<file path="src/rtl/regfile_master_if.sv">
// rtl/regfile_master_if.sv - client request/response and register-file control bundle for regfile_master
interface regfile_master_if #(
  parameter int W = 32
);
  logic         req_valid;
  logic         req_ready;
  logic         req_we;
  logic [1:0]   req_addr1;
  logic [1:0]   req_addr2;
  logic [W-1:0] req_wdata;
  logic         rsp_valid;
  logic         rsp_ready;
  logic [W-1:0] rsp_data1;
  logic [W-1:0] rsp_data2;
  logic         rf_en;
  logic [1:0]   rf_in_sel;
  logic [W-1:0] rf_in;
  logic [1:0]   rf_out1_sel;
  logic [1:0]   rf_out2_sel;
  logic [W-1:0] rf_out1;
  logic [W-1:0] rf_out2;

  modport master (
    input  req_valid, req_we, req_addr1, req_addr2, req_wdata, rsp_ready, rf_out1, rf_out2,
    output req_ready, rsp_valid, rsp_data1, rsp_data2, rf_en, rf_in_sel, rf_in, rf_out1_sel, rf_out2_sel
  );

  modport slave (
    output req_valid, req_we, req_addr1, req_addr2, req_wdata, rsp_ready, rf_out1, rf_out2,
    input  req_ready, rsp_valid, rsp_data1, rsp_data2, rf_en, rf_in_sel, rf_in, rf_out1_sel, rf_out2_sel
  );
endinterface

</file>
<file path="src/rtl/regfile_master.sv">
// rtl/regfile_master.sv - sequences single read/write requests onto a 4-entry 2R1W register file
// Defining REGFILE_MASTER_STATS_EN adds wr_count/rd_count transaction counters.
module regfile_master #(
  parameter int W = 32
) (
  input  logic             clk,
  input  logic             reset,
  regfile_master_if.master bus
`ifdef REGFILE_MASTER_STATS_EN
  ,
  output logic [15:0]      wr_count,
  output logic [15:0]      rd_count
`endif
);

  typedef enum logic [1:0] {IDLE, WRITE, READ, RESP} state_t;

  state_t       state;
  state_t       next_state;
  logic         accept;
  logic [1:0]   addr1_q;
  logic [1:0]   addr2_q;
  logic [W-1:0] wdata_q;
  logic [W-1:0] data1_q;
  logic [W-1:0] data2_q;

  always_ff @(posedge clk or posedge reset) begin
    if (reset) begin
      state <= IDLE;
    end else begin
      state <= next_state;
    end
  end

  // Handshake and write enable come from state alone so no input can glitch them.
  always_comb begin
    next_state    = state;
    accept        = 1'b0;
    bus.req_ready = 1'b0;
    bus.rf_en     = 1'b0;
    bus.rsp_valid = 1'b0;
    case (state)
      IDLE: begin
        bus.req_ready = 1'b1;
        if (bus.req_valid) begin
          accept     = 1'b1;
          next_state = bus.req_we ? WRITE : READ;
        end
      end
      WRITE: begin
        bus.rf_en  = 1'b1;
        next_state = IDLE;
      end
      READ: begin
        next_state = RESP;
      end
      RESP: begin
        bus.rsp_valid = 1'b1;
        if (bus.rsp_ready) begin
          next_state = IDLE;
        end
      end
      default: begin
        next_state = IDLE;
      end
    endcase
  end

  always_ff @(posedge clk or posedge reset) begin
    if (reset) begin
      addr1_q <= '0;
      addr2_q <= '0;
      wdata_q <= '0;
      data1_q <= '0;
      data2_q <= '0;
    end else begin
      if (accept) begin
        addr1_q <= bus.req_addr1;
        addr2_q <= bus.req_addr2;
        wdata_q <= bus.req_wdata;
      end
      if (state == READ) begin
        data1_q <= bus.rf_out1;
        data2_q <= bus.rf_out2;
      end
    end
  end

  assign bus.rf_in_sel   = addr1_q;
  assign bus.rf_in       = wdata_q;
  assign bus.rf_out1_sel = addr1_q;
  assign bus.rf_out2_sel = addr2_q;
  assign bus.rsp_data1   = data1_q;
  assign bus.rsp_data2   = data2_q;

`ifdef REGFILE_MASTER_STATS_EN
  always_ff @(posedge clk or posedge reset) begin
    if (reset) begin
      wr_count <= '0;
      rd_count <= '0;
    end else begin
      if (state == WRITE) begin
        wr_count <= wr_count + 16'd1;
      end
      if (state == RESP && bus.rsp_ready) begin
        rd_count <= rd_count + 16'd1;
      end
    end
  end
`endif

endmodule

</file>
<file path="src/flat_wrapper.sv">
// flat-port wrapper written by rule: the top's interface ports become plain ports
module regfile_master_flat 
#(
  parameter int W = 32
)
  (clk, reset, bus_req_valid, bus_req_we, bus_req_addr1, bus_req_addr2, bus_req_wdata, bus_rsp_ready, bus_rf_out1, bus_rf_out2, bus_req_ready, bus_rsp_valid, bus_rsp_data1, bus_rsp_data2, bus_rf_en, bus_rf_in_sel, bus_rf_in, bus_rf_out1_sel, bus_rf_out2_sel);
  regfile_master_if #(.W(W)) bus_i ();
  input  logic clk;
  input  logic reset;
  input wire logic [$bits(bus_i.req_valid)-1:0] bus_req_valid;
  input wire logic [$bits(bus_i.req_we)-1:0] bus_req_we;
  input wire logic [$bits(bus_i.req_addr1)-1:0] bus_req_addr1;
  input wire logic [$bits(bus_i.req_addr2)-1:0] bus_req_addr2;
  input wire logic [$bits(bus_i.req_wdata)-1:0] bus_req_wdata;
  input wire logic [$bits(bus_i.rsp_ready)-1:0] bus_rsp_ready;
  input wire logic [$bits(bus_i.rf_out1)-1:0] bus_rf_out1;
  input wire logic [$bits(bus_i.rf_out2)-1:0] bus_rf_out2;
  output wire logic [$bits(bus_i.req_ready)-1:0] bus_req_ready;
  output wire logic [$bits(bus_i.rsp_valid)-1:0] bus_rsp_valid;
  output wire logic [$bits(bus_i.rsp_data1)-1:0] bus_rsp_data1;
  output wire logic [$bits(bus_i.rsp_data2)-1:0] bus_rsp_data2;
  output wire logic [$bits(bus_i.rf_en)-1:0] bus_rf_en;
  output wire logic [$bits(bus_i.rf_in_sel)-1:0] bus_rf_in_sel;
  output wire logic [$bits(bus_i.rf_in)-1:0] bus_rf_in;
  output wire logic [$bits(bus_i.rf_out1_sel)-1:0] bus_rf_out1_sel;
  output wire logic [$bits(bus_i.rf_out2_sel)-1:0] bus_rf_out2_sel;
  assign bus_i.req_valid = bus_req_valid;
  assign bus_i.req_we = bus_req_we;
  assign bus_i.req_addr1 = bus_req_addr1;
  assign bus_i.req_addr2 = bus_req_addr2;
  assign bus_i.req_wdata = bus_req_wdata;
  assign bus_i.rsp_ready = bus_rsp_ready;
  assign bus_i.rf_out1 = bus_rf_out1;
  assign bus_i.rf_out2 = bus_rf_out2;
  assign bus_req_ready = bus_i.req_ready;
  assign bus_rsp_valid = bus_i.rsp_valid;
  assign bus_rsp_data1 = bus_i.rsp_data1;
  assign bus_rsp_data2 = bus_i.rsp_data2;
  assign bus_rf_en = bus_i.rf_en;
  assign bus_rf_in_sel = bus_i.rf_in_sel;
  assign bus_rf_in = bus_i.rf_in;
  assign bus_rf_out1_sel = bus_i.rf_out1_sel;
  assign bus_rf_out2_sel = bus_i.rf_out2_sel;
  regfile_master #(.W(W)) u_core (.clk(clk), .reset(reset), .bus(bus_i));
endmodule
</file>
<file path="config.mk">
export PLATFORM = sky130hd
export DESIGN_NAME = regfile_master_flat
export DESIGN_NICKNAME = d
export VERILOG_FILES = /design/src/rtl/regfile_master_if.sv /design/src/rtl/regfile_master.sv /design/src/flat_wrapper.sv
export SDC_FILE = /design/constraint.sdc
export NUM_CORES = 1
export LEC_CHECK = 0
export BUFFER_PORTS_ARGS = -buffer_cell sky130_fd_sc_hd__buf_2
export CORE_MARGIN = 2
export CORE_UTILIZATION = 40
export CTS_BUF_LIST = sky130_fd_sc_hd__clkbuf_16
export CTS_CLUSTER_DIAMETER = 150
export CTS_CLUSTER_SIZE = 28
export DETAILED_ROUTE_END_ITERATION = 8
export PLACE_DENSITY = 0.75
export SYNTH_ARGS = -nofsm -noshare
export SYNTH_HDL_FRONTEND = slang
export SYNTH_SLANG_ARGS = --single-unit
export TNS_END_PERCENT = 50
</file>
<file path="constraint.sdc">
create_clock -name clk -period 2.85 [get_ports clk]
set_input_delay 0.1425 -clock clk [delete_from_list [all_inputs] [get_ports clk]]
set_output_delay 0.1425 -clock clk [all_outputs]
set_load 0.02 [all_outputs]
</file>
==> impl_metrics.py <==
metrics = {
    "cts": {
        "clock-sinks": 102,
        "cts_resized": 0,
        "post_cts_buffers": 0,
        "cts.hold.buffers_added": 1,
        "clkSlewWorstSetupHoldPaths_ns": 0.07,
        "tritoncts": "built",
        "cts_buffers": 9,
        "h-tree-depth": 3,
        "clk_path_buf_depth": 2,
        "clkLatencyLatePin_ns": 0.34,
        "root_buffer": "clkbuf_16",
    },
    "final_layout": {
        "layout_commonest_cell": "buf_2",
        "design.final.nets": 543,
        "final_util_pct": 55.6,
        "syn_to_final_growth_pct": 34.8,
        "insertedDiodeCount": 0,
        "layout_common_cells": "209 x buf_2, 102 x dfrtp_1, 70 x mux2_2, 30 x mux2_4, 9 x clkbuf_16",
        "layout-drive-gt1-share_pct": 74.5,
        "fillCellCount": 820,
    },
    "power_and_ir_drop": {
        "clockPowerShare_pct": 17.4,
        "p_leak_nw": 2.73,
        "internal-power_mw": 4.54,
        "total_switching_power_mw": 2.72,
        "pwr-share-comb_pct": 46.8,
        "ir_drop_uv": 663,
        "power.density_nw_per_um2": 1340,
        "netSwitchingFraction_pct": 37.5,
        "seqPwrFrac_pct": 35.8,
        "finalPower_mw": 7.26,
    },
    "sta": {
        "rsz0062_at_grt": "no",
        "finalCritPeriodShare_pct": 59.7,
        "clock_skew_ns": 0.00477,
        "slew_violations": 0,
        "max-slew-margin-rel_pct": 56.6,
        "tightest_slew_ns": 0.650,
        "fin_hold_ws_ns": 0.0257,
        "setup_violations": 0,
        "hold_violations": 0,
        "period_minus_slack_ns": 1.70,
        "fmax_mhz": 587,
        "fin_ws_ns": 1.15,
        "setup_tns_ns": 0,
    },
    "setup_path": {
        "worstPathCellList": "nor2_2, and2_4, mux2_2",
        "cp_slowest_cell": "and2_4",
        "required_ns": 3.08,
        "cp-end-kind": "flip-flop",
        "critPathMaxStageDelay_ns": 0.56,
        "setup.worst_path.class": "flip-flop to flip-flop",
        "startpoint_type": "flip-flop",
        "cp_max_fo": 36,
        "crit_arrival_ns": 1.93,
    },
    "logic_synthesis": {
        "seq_area_frac_synth_pct": 63.3,
        "synth_seq_cells": 102,
        "synth.avg_cell_area_um2": 17.8,
        "synth_nets": 332,
        "ys_types": 15,
        "synthCells": 227,
        "synth_area_um2": 4030,
        "yosys_warnings": 0,
    },
    "placed_design": {
        "hpwl_mm": 6.40,
        "dp_slack_ns": 1.14,
        "place_congestion": 0.728,
        "numPortBuffers": 209,
    },
    "flow_run": {
        "maxCapViolations": 0,
    },
    "die": {
        "coreArea_um2": 9770,
        "initial_core_util_pct": 41.3,
        "die_area_um2": 10900,
        "die_w_um": 104,
        "die_h_um": 104,
        "io_pins": 210,
        "rows": 36,
    },
    "grt": {
        "track_usage_pct": 16.3,
        "overflow": 0,
        "grt_pass1_wl_mm": 14.0,
        "grt_pass1_vias": 2874,
        "grt_max_degree": 54,
        "antenna_found_initial": 0,
    },
    "drt": {
        "vias": 2667,
        "drt-vias-per-instance": 4.63,
        "drtIter0Drc": 47,
        "drtAntennaViolNets": 0,
        "drc": 0,
        "drt-pass1-iter-count": 4,
        "totalWireLength_mm": 8.76,
        "wire_per_inst_um": 15.2,
    },
    "min_path": {
        "hp-class": "primary input to flip-flop",
    },
    "outcome": {
        "status": "finished clean",
    },
}
stage by stage:
stage / instances / area [um^2]
global placement: 559 / 5120
finish: 576 / 5440
CTS: 576 / 5440
floorplan: 227 / 4030
detailed placement: 559 / 5120
global route: 576 / 5440
worst max-delay path: cells and delay by family (launching register included):
family	cells	cell delay (ns)
muxes	1	0.41
DFF	1	0.45
and+or+nand+nor	2	0.70
metal layers:
layer	wire length, um	vias up	track usage [%]
li1	-	1209	-
met1	3400	1309	18.5
met2	4400	133	27.3
met3	785	16	7.58
met4	172	0	5.60
met5	0	-	0
cell type report:
cell class / instances / area [um^2] / share of cell area (%)
flip-flops and latches: 102 / 2550 / 47.0
multi-input cells: 110 / 1310 / 24.1
repair buffers: 213 / 1090 / 20.1
clock buffers: 9 / 225 / 4.14
well taps: 133 / 166 / 3.06
clock inverters: 7 / 80.1 / 1.47
inverters: 2 / 10.0 / 0.184
power groups by stage:
stage                     registers [mW]  logic (mW)  clock network (mW)
after floorplan                     3.51        1.58                   0
after global placement              2.59        3.36                   0
final                               2.60        3.40                1.26
after global routing                2.69        3.59                1.36
after CTS                           2.61        3.45                1.31
after detailed placement            2.62        3.44                   0
synthesized netlist by cell type:
cell     count  share of area, %
and2b_2      1              0.22
inv_1        2              0.19
nor2b_1      1              0.16
nor2_2       1              0.16
buf_12       4               2.0
dfrtp_1    102                63
o21ai_0      2              0.25
or2b_1       1              0.19
a21oi_1      2              0.25
mux2_2      70                20
and2_4       1              0.22
and2_2       1              0.19
mux2_4      30                11
buf_6        6               1.7
buf_4        3              0.56
state kept, by name, indices dropped and copies added, names as in the netlist:
name and flops:
u_core.state 2, u_core.bus.rf_in 32, u_core.bus.rsp_data1 32, u_core.bus.rf_in_sel 2, u_core.bus.rf_out2_sel 2, u_core.bus.rsp_data2 32
logic make-up after synthesis:
| family | Yosys count | synth area share (%) |
|---|---|---|
| DFF | 102 | 63.3 |
| buffers and inverters | 15 | 4.40 |
| and+or+nand+nor | 6 | 1.12 |
| AOI/OAI and AO/OA | 4 | 0.496 |
| muxes | 100 | 30.7 |
worst paths after layout:
check,cells after the start,slack (ns),endpoint,start
max reg2reg,3,1.15,u_core.bus.rf_in[28],u_core.state[0]
min,2,0.03,u_core.bus.rsp_data2[1],bus_rf_out2[1]
max in group asynchronous,4,1.70,u_core.bus.rsp_data2[0],reset
min reg2reg,1,0.50,u_core.bus.rsp_data2[13],u_core.bus.rsp_data2[13]
min in group asynchronous,3,0.44,u_core.bus.rf_out2_sel[0],reset
max,3,1.15,u_core.bus.rf_in[28],u_core.state[0]
No activity file was read; power rests on OpenSTA's default activity.
